===== src/rtl/bus_pkg.sv =====
// Shared definitions for the bus write buffer: default word geometry and the
// controller state encoding.
package bus_pkg;

    // Widest serial word in bits, and the width of a bit-count field able to hold it.
    localparam int BUS_MAX_DATA_SIZE   = 9;
    localparam int BUS_DATA_SIZE_WIDTH = 4;

    typedef enum logic [1:0] {
        ST_RESET = 2'd0,
        ST_IDLE  = 2'd1,
        ST_SHIFT = 2'd2
    } bus_state_t;

endpackage


===== src/rtl/bus_write_buffer_edge_detector.sv =====
// One-bit registered edge detector: compares the live input with a copy
// delayed by one sys_clk to flag rising and falling edges.
module edge_detector #(
    parameter logic RESET_VAL = 1'b0
) (
    input  logic sys_clk,
    input  logic rst_n,
    input  logic sig,
    output logic rise,
    output logic fall
);

    logic sig_prev;

    // Hold the previous-cycle value of the input.
    always_ff @(posedge sys_clk) begin
        if (!rst_n) begin
            sig_prev <= RESET_VAL;
        end else begin
            sig_prev <= sig;
        end
    end

    assign rise = sig & ~sig_prev;
    assign fall = ~sig & sig_prev;

endmodule


===== src/rtl/bus_write_buffer.sv =====
// Bus write buffer: shifts a parallel word out MSB-first, paced by an already
// synchronised bus SCK, or passes the far-side serial line straight through.
// Optional feature macro: BUS_WRITE_ABORT_ON_CS_EN -- when defined, a rising
// edge on bus_cs_n during a transfer aborts it; otherwise bus_cs_n is ignored.
// Handshake: send is a one-cycle strobe honoured only while done=1 (IDLE);
// done drops on the cycle after an accepted send and returns to 1 the cycle
// after the final counted SCK rise.
module bus_write_buffer
    import bus_pkg::*;
#(
    parameter int MAX_DATA_SIZE   = BUS_MAX_DATA_SIZE,
    parameter int DATA_SIZE_WIDTH = BUS_DATA_SIZE_WIDTH
) (
    input  logic                       sys_clk,
    input  logic                       rst_n,
    input  logic                       bus_clk,
    input  logic                       bus_cs_n,
    input  logic                       send,
    input  logic [DATA_SIZE_WIDTH-1:0] data_size,
    input  logic [MAX_DATA_SIZE-1:0]   data_in,
    input  logic                       fake_select,
    input  logic                       real_in,
    output logic                       data_out,
    output logic                       done,
    output bus_state_t                 state_dbg
);

    localparam logic [DATA_SIZE_WIDTH-1:0] SIZE_MAX = DATA_SIZE_WIDTH'(MAX_DATA_SIZE);
    localparam logic [DATA_SIZE_WIDTH-1:0] SIZE_ONE = DATA_SIZE_WIDTH'(1);

    bus_state_t                 state, state_n;
    logic                       done_n;
    logic [MAX_DATA_SIZE-1:0]   shreg, shreg_n;
    logic [DATA_SIZE_WIDTH-1:0] count, count_n;
    logic                       sel_q, sel_n;
    logic                       seen_rise, seen_n;
    logic [DATA_SIZE_WIDTH-1:0] size_clamped;
    logic                       clk_rise, clk_fall;
    logic                       cs_rise, cs_fall;
    logic                       cs_edges_unused;

    edge_detector #(.RESET_VAL(1'b0)) u_clk_edge (
        .sys_clk (sys_clk),
        .rst_n   (rst_n),
        .sig     (bus_clk),
        .rise    (clk_rise),
        .fall    (clk_fall)
    );

    // Chip select idles high, so its history starts high to avoid a false rise.
    edge_detector #(.RESET_VAL(1'b1)) u_cs_edge (
        .sys_clk (sys_clk),
        .rst_n   (rst_n),
        .sig     (bus_cs_n),
        .rise    (cs_rise),
        .fall    (cs_fall)
    );

`ifdef BUS_WRITE_ABORT_ON_CS_EN
    assign cs_edges_unused = cs_fall;
`else
    assign cs_edges_unused = cs_rise | cs_fall;
`endif

    // Oversized requests are trimmed to the widest word the register holds.
    assign size_clamped = (data_size > SIZE_MAX) ? SIZE_MAX : data_size;

    // State and datapath registers.
    always_ff @(posedge sys_clk) begin
        if (!rst_n) begin
            state     <= ST_RESET;
            done      <= 1'b0;
            shreg     <= '0;
            count     <= '0;
            sel_q     <= 1'b0;
            seen_rise <= 1'b0;
        end else begin
            state     <= state_n;
            done      <= done_n;
            shreg     <= shreg_n;
            count     <= count_n;
            sel_q     <= sel_n;
            seen_rise <= seen_n;
        end
    end

    // Next-state logic: load on send, count on SCK rise, shift on SCK fall.
    always_comb begin
        state_n = state;
        done_n  = done;
        shreg_n = shreg;
        count_n = count;
        sel_n   = sel_q;
        seen_n  = seen_rise;
        case (state)
            ST_RESET: begin
                state_n = ST_IDLE;
                done_n  = 1'b1;
            end
            ST_IDLE: begin
                // A rise coinciding with send is consumed by the load, not counted.
                if (send && (data_size != '0)) begin
                    shreg_n = data_in;
                    count_n = size_clamped;
                    sel_n   = fake_select;
                    seen_n  = 1'b0;
                    done_n  = 1'b0;
                    state_n = ST_SHIFT;
                end
            end
            ST_SHIFT: begin
                if (clk_rise) begin
                    count_n = count - SIZE_ONE;
                    seen_n  = 1'b1;
                    if (count == SIZE_ONE) begin
                        done_n  = 1'b1;
                        state_n = ST_IDLE;
                    end
                end else if (clk_fall && seen_rise && (count != '0)) begin
                    // A fall before the first rise would discard the MSB unsent.
                    shreg_n = {shreg[MAX_DATA_SIZE-2:0], 1'b0};
                end
`ifdef BUS_WRITE_ABORT_ON_CS_EN
                if (cs_rise) begin
                    shreg_n = '0;
                    done_n  = 1'b1;
                    state_n = ST_IDLE;
                end
`endif
            end
            default: begin
                state_n = ST_RESET;
            end
        endcase
    end

    assign data_out  = ((state == ST_SHIFT) && sel_q) ? shreg[MAX_DATA_SIZE-1] : real_in;
    assign state_dbg = state;

endmodule


===== config.mk =====
export PLATFORM = sky130hd
export DESIGN_NAME = bus_write_buffer
export DESIGN_NICKNAME = d
export VERILOG_FILES = /design/src/rtl/bus_pkg.sv /design/src/rtl/bus_write_buffer_edge_detector.sv /design/src/rtl/bus_write_buffer.sv
export SDC_FILE = /design/constraint.sdc
export NUM_CORES = 1
export LEC_CHECK = 0
export ABC_AREA = 1
export CORE_MARGIN = 10
export CORE_UTILIZATION = 35
export DETAILED_ROUTE_END_ITERATION = 8
export GPL_ROUTABILITY_DRIVEN = 0
export GPL_TIMING_DRIVEN = 0
export SYNTH_ARGS = -nofsm -noshare
export SYNTH_HDL_FRONTEND = slang
export SYNTH_HIERARCHICAL = 1
export SYNTH_SLANG_ARGS = --single-unit

===== constraint.sdc =====
create_clock -name sys_clk -period 2.4 [get_ports sys_clk]
set_clock_uncertainty 0.15 [all_clocks]
set_input_delay 0.48 -clock sys_clk [delete_from_list [all_inputs] [get_ports sys_clk]]
set_output_delay 0.48 -clock sys_clk [all_outputs]
set_load 0.1 [all_outputs]

==> impl_metrics.ini <==
[logic_synthesis]
ys_types = 22
synth_compound_area_share_pct = 6.26
yosysTopAreaCell = dfxtp_1
avgSynthCellArea_um2 = 6.50
synth-edff-count = 0
synth_top_family_by_area = simple AND/OR/NAND/NOR gates
ys_async_sr_fraction_pct = 0
yosysWarnings = 6
syn_nets = 194
synth.most_common_cell = nand2_1
syn-instance-count = 172
synthAdderAreaFrac_pct = 2.24
ys_seq_area_share_pct = 34.0
synth-simple-area-share_pct = 45.0
yosysTopAreaCellShare_pct = 34.0
synth_mux_area_share_pct = 0
ys_dominant_reg_cell = dfxtp_1
synth-xor-area-share_pct = 0.783
synth_common_cells = nand2_1, nor2_1, dfxtp_1
synth_area_um2 = 1120
ys_ff_latch = 19
ys_top_cells_by_area = dfxtp_1, nand2_1, nor2_1

[power_and_ir_drop]
power_uw = 881
p_leak_nw = 0.666
p_per_area_nw_per_um2 = 621
ir_drop_mv = 0.246

[floorplan]
die_w_um = 76.5
dieArea_um2 = 5860
chipHeight_um = 76.5
core_um2 = 3050
start_util_pct = 36.6
io_pins = 24
rows = 20

[layout]
drive_above_1_share_pct = 12.6
n_antenna_cell = 0
area_growth_pct = 26.8
final_util_pct = 46.5
multi_input_area_um2 = 609
design_area_um2 = 1420
finalNetCount = 221
fill_cells = 339
final-seq-area_um2 = 383

[clock_tree]
post-cts-setup-buffers = 0
cts_resized = 8
htreeDepth = 1
cts_tree = built
cts_hold_buffers = 0
cts_max_path_buffers = 2
path_clk_slew_ns = 0.11
clk_latency_ns = 0.31
cts_buffers = 3
cts.sinks = 19
root_buffer = clkbuf_4

[sta]
hold_violations = 0
timing.final.crit_period_ns = 2.26
setup_viol = 0
tightestPinTransition_ns = 0.957
post-route-period-util_pct = 94.2
max_freq_mhz = 442
fin_tns_setup_ns = 0
drv_slew = 0
rsz0062_at_grt = no
relSlewSlack_pct = 36.4

[global_route]
antenna_found_initial = 0
grtUsageTotal_pct = 9.71
grt_pass1_wl_um = 4800
gr-total-overflow = 0
grt_start_max_net_pins = 11
grt_pass1_vias = 1107

[setup_path]
cp.arrival_ns = 1.63
cpMaxStageDelayCell = dfxtp_2
end_kind = primary output
crit_fanout = 10
crit_chain = buf_6 -> nand2_4 -> buf_2 -> o21ai_1 -> nand2_2 -> clkbuf_4
worstPathRequired_ns = 1.77
critical_path_class = reg2out
max_stage_delay_ns = 0.34
critPathLaunchType = register

[detailed_routing]
num_vias = 1119
viasPerCell = 4.62
post_drt_wl_per_cell_um = 11.3
wl_um = 2730
dr.pass1.iters = 6
ant_nets = 0
remaining_drc_errors = 0
drt_iter0_drc = 57

[place]
post-dp-hpwl_um = 2060
post_dp_cell_area_um2 = 1400
io_buffers = 22

[flow_run]
drv_cap = 0

[run_status]
outcome = finished clean

[worst_hold_path]
hp-class = reg2reg
power breakdown:
part / switching (mW) / leakage, nW / internal [mW]
sequential: 0.0213 / 0.157 / 0.358
clock: 0.107 / 0.0150 / 0.0649
combinational: 0.214 / 0.494 / 0.117
total: 0.342 / 0.666 / 0.540
cell usage in the layout, fill, tap and decap left out:
| cell | instances |
|---|---|
| clkbuf_4 | 4 |
| nand3_2 | 1 |
| xnor2_1 | 1 |
| nor2_8 | 1 |
| nor2_2 | 1 |
| buf_2 | 3 |
| clkbuf_1 | 1 |
| clkinv_1 | 2 |
| dfxtp_2 | 2 |
| buf_6 | 2 |
| nor2_1 | 30 |
| inv_2 | 5 |
| a21oi_1 | 5 |
| dfxtp_1 | 17 |
| nand4_1 | 11 |
| ha_1 | 2 |
| o21ai_1 | 4 |
| nor2_4 | 2 |
| inv_1 | 17 |
| nand3_1 | 16 |
| nand2_1 | 40 |
| buf_1 | 1 |
| clkdlybuf4s50_1 | 18 |
| nand2_4 | 2 |
| dlygate4sd2_1 | 3 |
| o21ai_0 | 5 |
| nand2_2 | 2 |
flip-flops by register name, summed over array words and instances, names as in the netlist:
name / cells
shreg: 9
count: 4
state_dbg: 2
done: 1
seen_rise: 1
sel_q: 1
u_clk_edge/sig_prev: 1
worst max-delay path: cells and delay by family (launching register included):
kind / cells / cell delay (ns)
compound gates: 1 / 0.09
flops: 1 / 0.34
simple gates: 2 / 0.18
buf+inv: 3 / 0.69
logic make-up (layout without fill, tap and decap cells):
family                     count (synthesis)  after routing
and+or+nand+nor                          106            106
AOI/OAI and AO/OA                         14             14
buffers and inverters                     30             56
xor gates and xnor gates                   1              1
adders and majority gates                  2              2
DFF                                       19             19
worst paths after layout:
kind	startpoint	endpoint	slack, ns	depth (start not counted)
max	state_dbg[1]$_SDFFE_PN0P_	data_out	0.14	6
min	done$_SDFFE_PN0P_	done$_SDFFE_PN0P_	0.31	2
max reg2reg	count[0]$_SDFFE_PN0P_	shreg[8]$_SDFFE_PN0P_	0.78	9
min reg2reg	done$_SDFFE_PN0P_	done$_SDFFE_PN0P_	0.31	2
per-layer routing:
metal  part of all wire, %  wire (um)  global-route usage, %
met1                    46       1250                   11.1
met2                    46       1260                   15.9
met3                   5.8        159                   2.95
met4                   1.9         51                   4.83
met5                     0          0                      0
through the flow:
step	worst slack (ns)	instances	hold slack (ns)
after floorplan	0.181	172	0.289
after global placement	-0.416	238	0.285
after detailed placement	-0.419	238	0.304
after CTS	0.0189	242	0.320
after global routing	0.0444	242	0.349
final	0.138	242	0.309
cell type report:
type,instances,share of cell area [%]
clock buffers,4,1.85
multi-input cells,123,42.9
well taps,44,3.88
plain buffers,6,2.91
inverters,24,6.35
repair buffers,22,15.1
flip-flops and latches,19,27.0
Power figures use the tool's default switching activity.
==> patch 1: new RTL, same settings <==
Reset style: asynchronous (`rst_n`), changed in 2 clocked blocks.
--- a/src/rtl/bus_write_buffer_edge_detector.sv
+++ b/src/rtl/bus_write_buffer_edge_detector.sv
@@ -13,7 +13,7 @@
     logic sig_prev;
 
     // Hold the previous-cycle value of the input.
-    always_ff @(posedge sys_clk) begin
+    always_ff @(posedge sys_clk or negedge rst_n) begin
         if (!rst_n) begin
             sig_prev <= RESET_VAL;
         end else begin
--- a/src/rtl/bus_write_buffer.sv
+++ b/src/rtl/bus_write_buffer.sv
@@ -66,7 +66,7 @@
     assign size_clamped = (data_size > SIZE_MAX) ? SIZE_MAX : data_size;
 
     // State and datapath registers.
-    always_ff @(posedge sys_clk) begin
+    always_ff @(posedge sys_clk or negedge rst_n) begin
         if (!rst_n) begin
             state     <= ST_RESET;
             done      <= 1'b0;
Formal check against the unedited RTL: differs if rst_n is asserted again (counterexample within 4 cycles, from zero or initial values and one cycle with rst_n low); with rst_n held inactive, the same outputs for 10 cycles.
==> patch 1 against the original RTL <==
Sequential cell count did not move; critical path depth decreased by 1; critical endpoint unchanged; setup slack gained 0.0057 ns; synthesized area down 7.2%; non-clock buffer count down 3; register-to-register slack better by 0.13 ns; critical path type unchanged; routed wire length shrank 15%; design area fell by 6.6%; sequential share of layout area grew 9.1 points.
Power is not compared: it rests on default switching activity, and its combinational part moved more than twofold at a synthesized area within 25%.
==> patch 1: results (changes against the original RTL) <==
register area share after synthesis: 45.8% (+12 points)
wirelength, routed: 2320 µm (-15%)
VDD IR-drop max: 0.000503 V
Via density: 4.65 (+0.53%)
dpl cells: 198 (-17%)
outcome: complete, no violations
CP top delay family: buffers and inverters
met3 usage in global routing: 3.46% (+0.51 points)
Layout fillers: 307 (-9.4%)
DRC viols: 0 (unchanged)
Pleak: 0.000689 µW
Num CTS Buffers: 3 (unchanged)
CTS clk-pin slew, worst paths: 0.11 ns (about the same)
yosys warns: 6 (unchanged)
max incr delay on CP: 0.45 ns (+0.11 ns)
Reg2Reg Depth: 8 (-1)
Largest Register: shreg
CTS Buffer Depth: 2 (unchanged)
mean post-synth cell area: 7.16 µm² (+10%)
Worst EP arrival: 1.63 ns (about the same)
Largest register FFs: 9 (unchanged)
drt initial violations: 49 (-14%)
Commonest cells post-synth: nand2_1, dfrtp_1, nand3_1, nor2_1, inv_1
initial antenna violation count: 0 (unchanged)
CTS root buffer: clkbuf_4
number of global-route vias before repair: 936 (-15%)
htree depth: 1 (unchanged)
worst skew pair latency: 0.29 ns (-0.02 ns)
antenna fix cells: 0 (unchanged)
fin area: 1330 µm² (-6.6%)
hold path cells: 2 (unchanged)
Net Count, Synth: 167 (-14%)
DR WL/cell: 11.5 µm (+1.8%)
hpwl dp: 1820 µm (-11%)
distinct cell type count after synthesis: 17 (-23%)
met1 GRT Util: 10.7% (-0.48 points)
pin count of the biggest net entering global routing: 20 (+9)
synth top area cells: dfrtp_1, nand2_1, nand3_1
Initial DRT Pass Iterations: 4 (-2)
Rel. slew slack: 36.4% (-0.073 points)
Synth Flop Type: dfrtp_1
proportion of layout cells with a drive suffix above 1: 11.1% (-1.5 points)
critical path peak fanout: 10 (unchanged)
worst slack, placed: -0.418 ns (+0.00173 ns)
Critical-path top delay cell: dfrtp_2
first-pass GRT wire length: 4120 µm (-14%)
met2 GRT Util: 16.1% (+0.24 points)
I/O Buffers: 22 (unchanged)
GRT Overall Usage: 9.37% (-0.34 points)
Final nets: 194 (-12%)
asr flop ratio synth: 100% (+100 points)
Hold Crit Class: reg2reg
[patch 1: per-layer routing]
metal | vias up | part of all wire [%]
li1 | 504 | -
met1 | 416 | 46
met2 | 17 | 48
met3 | 2 | 5.4
met4 | 0 | 0.60
met5 | - | 0
[patch 1: repair_timing]
item / in CTS / in global routing
setup endpoints to repair: 4 / 1
gates resized for setup: 9 / 1
hold buffers: 0 / 0
hold endpoints to repair: 0 / 0
[patch 1: area by class of cell]
cell class,instances,area share (%)
clock buffer,4,1.98
timing repair buffer,22,16.1
multi-input combinational,113,38.5
buffer,3,1.51
sequential,19,36.1
inverter,10,2.83
tap,31,2.93
[patch 1: logic make-up after synthesis]
kind of cell,Yosys count,share of synthesized area [%]
simple gates,102,41.8
flops,19,45.8
buf+inv,13,5.30
compound gates,8,3.85
fa+ha+maj,2,2.41
xor+xnor,1,0.844
[patch 1: worst paths after layout]
| path | start | end | slack [ns] |
|---|---|---|---|
| worst max-delay path | state_dbg[0] | data_out | 0.14 |
| worst min-delay path | shreg[2] | shreg[2] | 0.33 |
| worst max register to register | count[0] | shreg[6] | 0.91 |
| worst min register to register | shreg[2] | shreg[2] | 0.33 |
| max in group asynchronous | rst_n | state_dbg[1] | 1.00 |
| min in group asynchronous | rst_n | u_clk_edge/sig_prev | 0.52 |
[patch 1: worst min-delay path, stage by stage (launching register included)]
cell and delay (ns):
dfrtp_1 0.36, nand2_1 0.05, nand2_1 0.04
[patch 1: where the power goes]
| part | switching, µW | internal [µW] |
|---|---|---|
| Sequential | 96.0 | 466 |
| Combinational | 544 | 237 |
| Clock | 94.5 | 64.6 |
| Total | 735 | 767 |
==> patch 2: new RTL, config.mk and constraints unchanged <==
Made on the original files. `RESET_VAL` is set to 1'b0 in 2 places; all go to 1'b1.
--- a/src/rtl/bus_write_buffer_edge_detector.sv
+++ b/src/rtl/bus_write_buffer_edge_detector.sv
@@ -1,7 +1,7 @@
 // One-bit registered edge detector: compares the live input with a copy
 // delayed by one sys_clk to flag rising and falling edges.
 module edge_detector #(
-    parameter logic RESET_VAL = 1'b0
+    parameter logic RESET_VAL = 1'b1
 ) (
     input  logic sys_clk,
     input  logic rst_n,
--- a/src/rtl/bus_write_buffer.sv
+++ b/src/rtl/bus_write_buffer.sv
@@ -39,7 +39,7 @@
     logic                       cs_rise, cs_fall;
     logic                       cs_edges_unused;
 
-    edge_detector #(.RESET_VAL(1'b0)) u_clk_edge (
+    edge_detector #(.RESET_VAL(1'b1)) u_clk_edge (
         .sys_clk (sys_clk),
         .rst_n   (rst_n),
         .sig     (bus_clk),
Function: no difference found for any inputs over 10 cycles, from zero or initial values and one cycle with rst_n low; that may be too few to reach the edited logic, so the function may still have changed.
==> patch 2 against the original RTL <==
Sequential cell count unchanged; fmax increased by 0.90%; power decreased by 2.5%; core utilization decreased by 0.20 points; critical endpoint unchanged; setup slack improved by 0.020 ns; critical path depth unchanged; routed wire length decreased by 2.6%; synthesized area decreased by 0.56%; worst hold slack improved by 0.0057 ns; clock power decreased by 5%; non-clock buffer count unchanged; design area decreased by 0.44%; critical path type unchanged; die area decreased by 0.40%.
==> patch 2: results (changes against the original RTL) <==
outcome: complete, no violations
GRT Overall Usage: 9.64% (-0.071 points)
initial antenna violation count: 0 (unchanged)
antenna fix cells: 0 (unchanged)
RR Endpoint: shreg[8]
worst slack, placed: -0.431 ns (-0.0118 ns)
fin cells: 241 (-0.41%)
Worst EP arrival: 1.61 ns (-0.02 ns)
Hold Crit Class: reg2reg
Net Count, Synth: 193 (-0.52%)
minimum hold slack: 0.315 ns (+0.00568 ns)
DR WL/cell: 11.0 µm (-2.2%)
hpwl dp: 2020 µm (-2.2%)
htree depth: 1 (unchanged)
first-pass GRT wire length: 4820 µm (+0.58%)
DP Area: 1390 µm² (-0.45%)
drt initial violations: 69 (+21%)
pin count of the biggest net entering global routing: 11 (unchanged)
CP top delay family: buffers and inverters
Final nets: 220 (-0.45%)
number of global-route vias before repair: 1059 (-4.3%)
max incr delay on CP: 0.34 ns (about the same)
CTS clk-pin slew, worst paths: 0.11 ns (about the same)
Critical-path top delay cell: dfxtp_2
HP Start: done
I/O Buffers: 22 (unchanged)
reg2reg start: count[0]
CTS Buffer Depth: 2 (unchanged)
distinct cell type count after synthesis: 21 (-4.5%)
asr flop ratio synth: 0% (unchanged)
Largest register FFs: 9 (unchanged)
CTS root buffer: clkbuf_4
Commonest cells post-synth: nand2_1, nor2_1, dfxtp_1, inv_1, nand3_1
Num CTS Buffers: 3 (unchanged)
Largest Register: shreg
Rel. slew slack: 36.5% (about the same)
proportion of layout cells with a drive suffix above 1: 12.2% (-0.44 points)
Reg2Reg Depth: 9 (unchanged)
VDD IR-drop max: 0.000236 V (-3.8%)
minimum clock period: 2.24 ns (-0.0202 ns)
worst skew pair latency: 0.29 ns (-0.02 ns)
Synth Instances: 171 (-0.58%)
hold path cells: 2 (unchanged)
vias post-DR: 1091 (-2.5%)
setup bufs post-CTS: 0 (unchanged)
R2R Setup Slk: 0.79 ns
yosys warns: 6 (unchanged)
critical path peak fanout: 10 (unchanged)
Pleak: 0.000662 µW (-0.62%)
register area share after synthesis: 34.2% (+0.19 points)
Initial DRT Pass Iterations: 4 (-2)
worst hold endpoint: done
synth top area cells: dfxtp_1, nand2_1, nor2_1
post-cts sizing count: 8 (unchanged)
patch 2: cell count changes in the layout (fill, tap and decap cells not counted), sizes merged:
| cell | change |
|---|---|
| inv | -1 |
patch 2: routing by layer:
metal | GRT usage [%] | share of wire [%]
met4 | 3.35 | 0.71
met3 | 2.36 | 3.3
met2 | 15.1 | 46
met1 | 12.4 | 50
met5 | 0 | 0
patch 2: logic make-up after synthesis:
logic type                 Yosys count  share of synthesized area (%)
and+or+nand+nor                    106                           45.0
buffers and inverters               29                           11.5
DFF                                 19                           34.2
AOI/OAI and AO/OA                   14                           6.30
adders and majority gates            2                           2.25
xor gates and xnor gates             1                          0.788
patch 2: layout make-up:
| class | instances | area (µm²) |
|---|---|---|
| well taps | 44 | 55.1 |
| fillers | 332 | 1640 |
| flip-flops and latches | 19 | 383 |
| repair buffers | 22 | 214 |
| clock buffers | 4 | 26.3 |
| multi-input cells | 123 | 607 |
| plain buffers | 6 | 41.3 |
| inverters | 23 | 86.3 |
patch 2: power by group:
group          switching, µW  internal, µW
Clock                   98.8          64.6
Combinational            207           113
Sequential              20.6           356
Total                    326           534
patch 2: worst register-to-register path, stage by stage, from the launching register on:
cell	delay, ns
dfxtp_1	0.37
inv_1	0.10
ha_1	0.24
nand3_1	0.11
nand2_2	0.07
nand2_4	0.12
inv_2	0.08
nor2_8	0.18
nor2_1	0.06
nor2_1	0.09
patch 2: how the worst max path moves through the flow:
stage	start	end	slack, ns	cells after the start
final	state_dbg[1]	data_out	0.16	6
after global routing	state_dbg[1]	data_out	0.04	6
after CTS	state_dbg[1]	data_out	0.04	6
after detailed placement	real_in	data_out	-0.43	4
after global placement	real_in	data_out	-0.42	4
after floorplan	state_dbg[1]	data_out	0.18	5
